## config.mk

```make
export PLATFORM = sky130hd
export DESIGN_NAME = tick_counter_7seg
export DESIGN_NICKNAME = d
export VERILOG_FILES = /design/src/rtl/seg7_pkg.sv /design/src/rtl/seg7_decoder.sv /design/src/rtl/tick_counter_7seg.sv
export SDC_FILE = /design/constraint.sdc
export NUM_CORES = 1
export LEC_CHECK = 0
export CAP_MARGIN = 20
export CORE_ASPECT_RATIO = 0.8
export CORE_MARGIN = 3
export CORE_UTILIZATION = 30
export DETAILED_ROUTE_END_ITERATION = 8
export PLACE_DENSITY = 0.6
export SKIP_CTS_REPAIR_TIMING = 1
export SLEW_MARGIN = 0
export SYNTH_ARGS = -nofsm -noshare
export SYNTH_HDL_FRONTEND = slang
export SYNTH_HIERARCHICAL = 1
export SYNTH_SLANG_ARGS = --single-unit
export TNS_END_PERCENT = 1
```

## constraint.sdc

```tcl
create_clock -name iCLK -period 8 [get_ports iCLK]
set_input_delay 2 -clock iCLK [delete_from_list [all_inputs] [get_ports iCLK]]
set_output_delay 2 -clock iCLK [all_outputs]
set_load 0.02 [all_outputs]
```

## src/rtl/seg7_pkg.sv

```systemverilog
// seg7_pkg: shared constants for the tick counter / 7-segment display slice.
//   DIGIT_W   - width of one counter digit (hex nibble or BCD digit)
//   SEG_GLYPH - active-high segment patterns for 0-F, bit 0 = segment a, bit 6 = g
//   calc_div  - clock cycles per tick; 0 when the tick rate is unusable
package seg7_pkg;

   localparam int DIGIT_W = 4;

   localparam logic [6:0] SEG_GLYPH [16] = '{
      7'h3F, 7'h06, 7'h5B, 7'h4F,   // 0 1 2 3
      7'h66, 7'h6D, 7'h7D, 7'h07,   // 4 5 6 7
      7'h7F, 7'h6F, 7'h77, 7'h7C,   // 8 9 A b
      7'h39, 7'h5E, 7'h79, 7'h71    // C d E F
   };

   function automatic int calc_div(input int clk_hz, input int tick_hz);
      if (tick_hz <= 0) return 0;
      return clk_hz / tick_hz;
   endfunction

endpackage

```

## src/rtl/seg7_decoder.sv

```systemverilog
// seg7_decoder: combinational glyph lookup for one digit.
//   ACTIVE_LOW - 1 inverts the pattern so a lit segment drives 0
//   digit      - 4-bit value 0..F
//   seg        - segments, bit 0 = a ... bit 6 = g
module seg7_decoder
   import seg7_pkg::*;
#(
   parameter bit ACTIVE_LOW = 1'b1
) (
   input  logic [DIGIT_W-1:0] digit,
   output logic [6:0]         seg
);

   logic [6:0] glyph;

   assign glyph = SEG_GLYPH[digit];
   assign seg   = ACTIVE_LOW ? ~glyph : glyph;

endmodule

```

## src/rtl/tick_counter_7seg.sv

```systemverilog
// tick_counter_7seg: programmable tick generator driving an N-digit up/down
// counter (hex or BCD) with registered 7-segment outputs.
//   iCLK, iRST_N    - clock, asynchronous active-low reset
//   iEN, iUP, iBCD  - step enable (sampled on tick cycles), direction, digit mode
//   iCLR, iLOAD     - synchronous clear / load (clear wins), never touch the divider
//   iLOAD_VAL       - load value, digit k at [4k+3:4k]; BCD digits above 9 clamp to 9
//   oTICK, oSQ      - one-cycle tick pulse every DIV cycles, 50 % square wave
//   oCOUNT, oWRAP   - counter value, one-cycle pulse on carry/borrow out of top digit
//   oHEX            - segments, digit k at [7k+6:7k], always matches oCOUNT
module tick_counter_7seg
   import seg7_pkg::*;
#(
   parameter int CLK_HZ         = 50_000_000,
   parameter int TICK_HZ        = 1,
   parameter int DIGITS         = 4,
   parameter bit ACTIVE_LOW_SEG = 1'b1
) (
   input  logic                        iCLK,
   input  logic                        iRST_N,
   input  logic                        iEN,
   input  logic                        iUP,
   input  logic                        iBCD,
   input  logic                        iCLR,
   input  logic                        iLOAD,
   input  logic [DIGIT_W*DIGITS-1:0]   iLOAD_VAL,
   output logic                        oTICK,
   output logic                        oSQ,
   output logic [DIGIT_W*DIGITS-1:0]   oCOUNT,
   output logic                        oWRAP,
   output logic [7*DIGITS-1:0]         oHEX
);

   localparam int CW    = DIGIT_W * DIGITS;
   localparam int DIV   = calc_div(CLK_HZ, TICK_HZ);
   localparam int DIV_W = (DIV > 2) ? $clog2(DIV) : 1;
   localparam logic [DIV_W-1:0] DIV_LAST = DIV_W'(DIV - 1);
   localparam logic [6:0] SEG_ZERO = ACTIVE_LOW_SEG ? ~SEG_GLYPH[0] : SEG_GLYPH[0];

   if (DIV < 2) begin : g_bad_div
      $error("tick_counter_7seg: CLK_HZ/TICK_HZ must be at least 2");
   end
   if (DIGITS < 1 || DIGITS > 8) begin : g_bad_digits
      $error("tick_counter_7seg: DIGITS must be 1..8");
   end

   // One digit of the ripple chain. With cin low the digit holds and passes no
   // carry, so only the low run of max (up) or zero (down) digits moves.
   // A BCD digit above 9 left over from hex mode snaps to 0 going up and to 9
   // going down without producing a carry/borrow of its own in the down case.
   function automatic logic [DIGIT_W:0] digit_step(
      input logic [DIGIT_W-1:0] d,
      input logic               up,
      input logic               bcd,
      input logic               cin
   );
      logic [DIGIT_W-1:0] nd;
      logic               cout;
      nd   = d;
      cout = 1'b0;
      if (cin) begin
         if (up) begin
            if (bcd) begin
               if (d >= 4'd9) begin
                  nd   = 4'd0;
                  cout = 1'b1;
               end else begin
                  nd = d + 4'd1;
               end
            end else begin
               nd   = d + 4'd1;
               cout = (d == 4'hF);
            end
         end else begin
            if (bcd) begin
               if (d == 4'd0) begin
                  nd   = 4'd9;
                  cout = 1'b1;
               end else if (d > 4'd9) begin
                  nd = 4'd9;
               end else begin
                  nd = d - 4'd1;
               end
            end else begin
               nd   = d - 4'd1;
               cout = (d == 4'd0);
            end
         end
      end
      return {cout, nd};
   endfunction

   logic [DIV_W-1:0]   div_cnt;
   logic               tick;
   logic               sq_q;
   logic [CW-1:0]      count_q;
   logic [CW-1:0]      count_d;
   logic [CW-1:0]      step_val;
   logic [CW-1:0]      load_fix;
   logic               step_carry;
   logic               wrap_q;
   logic               wrap_d;
   logic [7*DIGITS-1:0] hex_d;
   logic [7*DIGITS-1:0] hex_q;

   // Divider: free-running, only reset stops it.
   assign tick = (div_cnt == DIV_LAST);

   always_ff @(posedge iCLK or negedge iRST_N) begin
      if (!iRST_N) begin
         div_cnt <= '0;
         sq_q    <= 1'b0;
      end else begin
         if (tick) begin
            div_cnt <= '0;
            sq_q    <= ~sq_q;
         end else begin
            div_cnt <= div_cnt + DIV_W'(1);
         end
      end
   end

   for (genvar k = 0; k < DIGITS; k++) begin : g_step
      logic               cin;
      logic               cout;
      logic [DIGIT_W-1:0] nib;
      if (k == 0) begin : g_first
         assign cin = 1'b1;
      end else begin : g_next
         assign cin = g_step[k-1].cout;
      end
      assign {cout, nib} = digit_step(count_q[DIGIT_W*k +: DIGIT_W], iUP, iBCD, cin);
      assign step_val[DIGIT_W*k +: DIGIT_W] = nib;
   end
   assign step_carry = g_step[DIGITS-1].cout;

   always_comb begin
      load_fix = iLOAD_VAL;
      for (int k = 0; k < DIGITS; k++) begin
         if (iBCD && (iLOAD_VAL[DIGIT_W*k +: DIGIT_W] > 4'd9)) begin
            load_fix[DIGIT_W*k +: DIGIT_W] = 4'd9;
         end
      end
   end

   always_comb begin
      count_d = count_q;
      wrap_d  = 1'b0;
      if (iCLR) begin
         count_d = '0;
      end else if (iLOAD) begin
         count_d = load_fix;
      end else if (tick && iEN) begin
         count_d = step_val;
         wrap_d  = step_carry;
      end
   end

   // Decode the value about to be registered so oHEX and oCOUNT change together.
   for (genvar k = 0; k < DIGITS; k++) begin : g_seg
      seg7_decoder #(
         .ACTIVE_LOW (ACTIVE_LOW_SEG)
      ) u_dec (
         .digit (count_d[DIGIT_W*k +: DIGIT_W]),
         .seg   (hex_d[7*k +: 7])
      );
   end

   always_ff @(posedge iCLK or negedge iRST_N) begin
      if (!iRST_N) begin
         count_q <= '0;
         wrap_q  <= 1'b0;
         hex_q   <= {DIGITS{SEG_ZERO}};
      end else begin
         count_q <= count_d;
         wrap_q  <= wrap_d;
         hex_q   <= hex_d;
      end
   end

   assign oTICK  = tick;
   assign oSQ    = sq_q;
   assign oCOUNT = count_q;
   assign oWRAP  = wrap_q;
   assign oHEX   = hex_q;

endmodule

```

==> results.json, run 1 <==
{
  "status": "complete, no violations",
  "use_met1_pct": 18.76,
  "core_sq_um": 16160,
  "grt_use_met2_pct": 23.12,
  "dp_hpwl_um": 9045,
  "drtPass1Iterations": 6,
  "start_util_pct": 31.33,
  "die_h_um": 122.2,
  "grtUsageTotal_pct": 14.14,
  "muxShareOfSynthArea_pct": 3.856,
  "hold_viol_final": 0,
  "path_max_fanout": 19,
  "grt_pass1_wl_um": 21110,
  "ios": 70,
  "fin_area_sq_um": 6279,
  "min_period_ns": 5.731,
  "tns_ns": 0,
  "syn_area_per_cell_sq_um": 9.357,
  "fillCellCount": 1598,
  "fin_hold_ws_ns": 0.4662,
  "ys_warn_count": 6,
  "clk_pin_slew_ns": 0.06,
  "ff_latch_area_sq_um": 1807,
  "synth_fa_ha_area_share_pct": 9.886,
  "place_area_sq_um": 5923,
  "critical-path-top-delay-family": "buffers and inverters",
  "clockBufferDepth": 2,
  "start_kind": "input port",
  "hold_path_class": "register to register",
  "max_stage_delay_ns": 0.89,
  "synthArstFlopShare_pct": 100.0,
  "design.die.area_sq_um": 18480,
  "wl_um": 12880,
  "diodes": 0,
  "drc": 0,
  "synth_ff_type": "dfrtp_1",
  "ys_types": 74,
  "vdd_drop_max_mv": 0.09037,
  "nNetsFinal": 664,
  "numCtsBuffers": 9,
  "cp_slowest_cell": "clkdlybuf4s50_1",
  "synth-compound-area-share_pct": 18.61,
  "synth_simple_gate_area_share_pct": 20.81,
  "grt_pass1_vias": 4159,
  "cts_root_buffer": "clkbuf_16",
  "area_growth_pct": 24.02,
  "total_power_uw": 1095,
  "cts_htree_levels": 3,
  "p_leak_uw": 0.002632,
  "cap_violations": 0,
  "clock_sinks": 72,
  "drtIter0Drc": 256,
  "rows": 41,
  "drv_slew": 0,
  "top_usage_layer": "met2",
  "die_x_um": 151.2,
  "ys_seq_area_share_pct": 35.69,
  "antenna_found_initial": 0,
  "swShare_pct": 26.52,
  "period_share_pct": 71.64,
  "ys_seq_elements": 72,
  "path_cells": "clkdlybuf4s50_1 -> inv_1 -> nor3_1 -> o211a_1 -> nand2_1 -> a211oi_1 -> inv_1 -> ha_1 -> inv_1 -> mux4_1",
  "criticalPathCategory": "input port to register",
  "synth_edf_count": 0,
  "multiInputGateArea_sq_um": 2963,
  "grt_max_degree": 73,
  "clk_latency_ns": 0.33,
  "cts_tree": "yes",
  "critPathCaptureType": "register",
  "grt_overflow_total": 0,
  "final-setup-viol-count": 0,
  "p_int_uw": 804.9,
  "cp.arrival_ns": 5.93,
  "rsz0062_at_grt": "no",
  "pwr-share-seq_pct": 36.8,
  "combPwrFrac_pct": 20.0,
  "crit_required_ns": 8.20,
  "synthXorXnorAreaFrac_pct": 5.363,
  "gp_congestion": 0.8789,
  "relSlewSlack_pct": 27.22,
  "synth_top_family_by_area": "simple AND/OR/NAND/NOR gates",
  "vias": 4290,
  "wire_per_inst_um": 15.69,
  "final_core_util_pct": 38.85,
  "p_clk_share_pct": 43.3,
  "final_layout_size_suffix_gt1_share_pct": 8.086,
  "port_buffers": 69,
  "fmaxAchievable_mhz": 174.5,
  "p_per_area_nw_per_um2": 174.5,
  "via_per_inst": 5.225,
  "syn_inst": 541,
  "worstMarginPinSlew_ns": 1.088,
  "syn_area_sq_um": 5062,
  "path_common_cell": "inv_1",
  "fin_skew_ns": 0.005463,
  "drtAntennaViolNets": 0,
  "grt_util_met3_pct": 3.756,
  "synth_fp_nets": 604,
  "crit_buf_inv": 4,
  "p_sw_uw": 290.5
}
## sequential cells by signal, indices dropped and copies added, names as in the netlist
| name | count |
|---|---|
| oCOUNT | 16 |
| oHEX | 28 |
| div_cnt | 26 |
| oSQ | 1 |
| oWRAP | 1 |
## cells in the final DEF, fill, tap and decap left out, drive strengths merged, types with 4 or more instances in the layout
master,Yosys,layout
o32ai,6,6
a221oi,4,4
nor2b,14,14
o21bai,5,5
clkdlybuf4s50,0,68
a31oi,7,7
xor2,10,10
a22o,10,10
o2111ai,5,5
ha,40,40
dfstp,4,4
a21oi,20,20
o21a,5,5
nand3,16,16
buf,19,9
and4,6,6
nand2,44,44
nand4,10,10
o211ai,10,10
nand2b,9,9
or3b,5,5
a32o,4,4
nor2,51,51
dfrtp,68,68
clkbuf,9,11
o21ai,18,18
mux2i,9,9
inv,36,36
xnor2,21,21
mux4,4,4
nor4,9,9
nor3,9,9
nor3b,7,7
## Yosys cell counts, types with 10 or more instances
cell	instances	share of area [%]
nand2_1	44	3.3
nor2_1	47	3.5
buf_2	12	1.2
ha_1	40	9.9
xor2_1	10	1.7
nand4_1	10	1.2
xnor2_1	21	3.6
dfrtp_1	68	34
nand3_1	16	1.6
inv_1	36	2.7
a21oi_1	20	2.0
a22o_1	10	1.7
o21ai_0	14	1.4
nor2b_1	14	1.7
## logic make-up (layout without fill, tap and decap cells)
group                    after synthesis  after routing
buffers and inverters                 64            129
AND/OR/NAND/NOR                      196            196
flip-flops                            72             72
multiplexers                          13             13
AO/OA/AOI/OAI                        125            125
adder cells (fa/ha/maj)               40             40
XOR/XNOR                              31             31
## through the flow
stage | setup WS (ns) | cells
6_report | 2.269 | 821
3_3_place_gp | 2.144 | 804
2_1_floorplan | 3.360 | 541
5_1_grt | 1.878 | 821
3_5_place_dp | 1.930 | 805
4_1_cts | 2.292 | 821
## path summary, 6_finish.rpt
check | from | endpoint | slack [ns] | depth (start not counted)
max | iUP | oHEX[24] | 2.27 | 10
min | oSQ | oSQ | 0.47 | 1
max reg2reg | div_cnt[0] | oHEX[24] | 4.12 | 10
min reg2reg | oSQ | oSQ | 0.47 | 1
max in group asynchronous | iRST_N | oHEX[1] | 5.50 | 2
min in group asynchronous | iRST_N | oHEX[19] | 1.91 | 2
## layout make-up
| type | instances | area share [%] |
|---|---|---|
| clock buffers | 11 | 4.026 |
| clock inverters | 5 | 1.634 |
| inverters | 36 | 2.152 |
| multi-input cells | 405 | 47.19 |
| flip-flops and latches | 72 | 28.78 |
| well taps | 215 | 4.285 |
| repair buffers | 77 | 11.94 |
## power by group through the flow
stage | Sequential, uW | Combinational [uW] | Clock, uW
after CTS | 403 | 220 | 488
after floorplan | 428 | 112 | 0
after detailed placement | 409 | 218 | 0
after global routing | 405 | 240 | 505
after global placement | 409 | 216 | 0
final | 403 | 219 | 474
## worst reg2reg max path, stage by stage, from the launching register on
cell and delay (ns):
dfrtp_1 0.43, ha_1 0.29, nand2_1 0.13, nor4_4 0.57, o211a_1 0.54, nand2_1 0.14
a211oi_1 0.57, inv_1 0.21, ha_1 0.33, inv_1 0.05, mux4_1 0.49
## routing by layer
metal | share of wire [%] | up-vias
met4 | 1.0 | 0
met1 | 46 | 2085
met3 | 5.1 | 15
met5 | 0 | -
li1 | - | 2072
met2 | 48 | 118
No activity file was read; power rests on OpenSTA's default activity.
==> run 2: changes to the inputs <==
Clock period 8 ns to 5.3 ns, I/O delays scaled along.
==> run 2 against run 1 <==
Non-clock buffer count increased by 9. Critical path depth increased by 1. Count of clock-buffer cells in the layout increased by 1. Via count increased by 0.49%. Utilization decreased by 0.085 points. Cell area decreased by 0.22%. Sequential share of layout area increased by 0.063 points.
==> results.json, run 2 (same netlist as run 1, synthesis figures left out) <==
{
  "worstMarginPinSlew_ns": 0.8228,
  "cts_tree": "yes",
  "antenna_found_initial": 0,
  "dp_hpwl_um": 9172,
  "port_buffers": 69,
  "diodes": 0,
  "final_layout_size_suffix_gt1_share_pct": 9.121,
  "fin_skew_ns": 0.005977,
  "fmaxAchievable_mhz": 233.9,
  "cap_violations": 0,
  "reg2reg_to": "oHEX[17]",
  "critPathLaunch": "iUP",
  "cp.arrival_ns": 4.48,
  "multiInputGateArea_sq_um": 2963,
  "vias": 4311,
  "via_per_inst": 5.200,
  "nNetsFinal": 673,
  "start_util_pct": 31.33,
  "clock_sinks": 72,
  "reg2reg_from": "oCOUNT[4]",
  "start_kind": "input port",
  "crit_required_ns": 5.50,
  "place_area_sq_um": 5979,
  "ff_latch_area_sq_um": 1807,
  "clk_latency_ns": 0.33,
  "fin_area_sq_um": 6265,
  "ios": 70,
  "path_max_fanout": 19,
  "tns_ns": 0,
  "cts_root_buffer": "clkbuf_16",
  "area_growth_pct": 23.75,
  "r2r_slack_ns": 1.80,
  "grt_overflow_total": 0,
  "period_share_pct": 80.67,
  "criticalPathCategory": "input port to register",
  "die_x_um": 151.2,
  "grt_pass1_vias": 4112,
  "drtPass1Iterations": 5,
  "core_sq_um": 16160,
  "final_cells": 829,
  "fin_hold_ws_ns": 0.4645,
  "min_period_ns": 4.276,
  "hold_path_class": "register to register",
  "p_per_area_nw_per_um2": 240.4,
  "grtUsageTotal_pct": 14.10,
  "fin_ws_ns": 1.024,
  "cts_htree_levels": 3,
  "rsz0062_at_grt": "no",
  "largest_reg_flops": 28,
  "die_h_um": 122.2,
  "drtAntennaViolNets": 0,
  "place_inst": 813,
  "p_leak_uw": 0.002640,
  "r2r_cells": 11,
  "wl_um": 12620,
  "critPathCaptureType": "register",
  "drc": 0,
  "fillCellCount": 1570,
  "gp_congestion": 0.8818,
  "endpoint": "oHEX[17]",
  "relSlewSlack_pct": 44.91,
  "wire_per_inst_um": 15.22,
  "drv_slew": 0,
  "rows": 41,
  "grt_pass1_wl_um": 20690,
  "layout_common_cells": "68 x dfrtp_1, 68 x clkdlybuf4s50_1, 47 x nor2_1",
  "drtIter0Drc": 219,
  "vdd_drop_max_mv": 0.1037,
  "hold_viol_final": 0,
  "grt_max_degree": 50,
  "clk_pin_slew_ns": 0.05,
  "clockBufferDepth": 2,
  "final-setup-viol-count": 0,
  "numCtsBuffers": 9,
  "design.die.area_sq_um": 18480,
  "place_ws_ns": 0.7270,
  "status": "complete, no violations"
}
## run 2: cell count changes in the layout (fill, tap and decap cells not counted), sizes merged
cell	before	now
bufinv	3	0
buf	9	18
clkinv	1	2
clkbuf	11	12
## run 2: layout make-up
type / instances / share of cell area, %
Timing Repair Buffer: 86 / 13.04
Clock buffer: 12 / 4.094
Sequential cell: 72 / 28.84
Clock inverter: 3 / 0.2796
Tap cell: 215 / 4.294
Multi-Input combinational cell: 405 / 47.29
Inverter: 36 / 2.157
## run 2: worst min path at each step
stage               cells past startpoint         from     endpoint
global route                            1          oSQ          oSQ
CTS                                     1          oSQ          oSQ
floorplan                               1  div_cnt[24]  div_cnt[24]
detailed placement                      1          oSQ          oSQ
finish                                  1          oSQ          oSQ
global placement                        1          oSQ          oSQ
## run 2: routing by layer
metal | global-route usage [%] | vias to the layer above | share of wire (%)
met4 | 3.907 | 0 | 1.4
met3 | 3.719 | 20 | 5.5
met1 | 19.02 | 2071 | 47
met2 | 22.34 | 133 | 46
li1 | - | 2087 | -
met5 | 0 | - | 0
## run 2: worst max-delay path, stage by stage
cell and delay (ns):
clkdlybuf4s50_1 0.51, buf_4 0.24, inv_1 0.08, nor3_1 0.39, o211a_1 0.46, o2111ai_1 0.18, o211ai_1 0.27, inv_1 0.17
ha_1 0.31, inv_1 0.05, mux4_1 0.48
## run 2: report_power, final
group          switching [uW]  total (uW)  internal (uW)
registers                25.4         608            582
logic                     183         336            153
clock network             224         562            338
total                     433        1510           1070
## run 2: metrics by stage
step                util, %  power (uW)
CTS                   38.70        1533
detailed placement    37.00       952.9
global route          38.77        1591
global placement      37.00       948.1
floorplan                 -       815.5
finish                38.77        1506
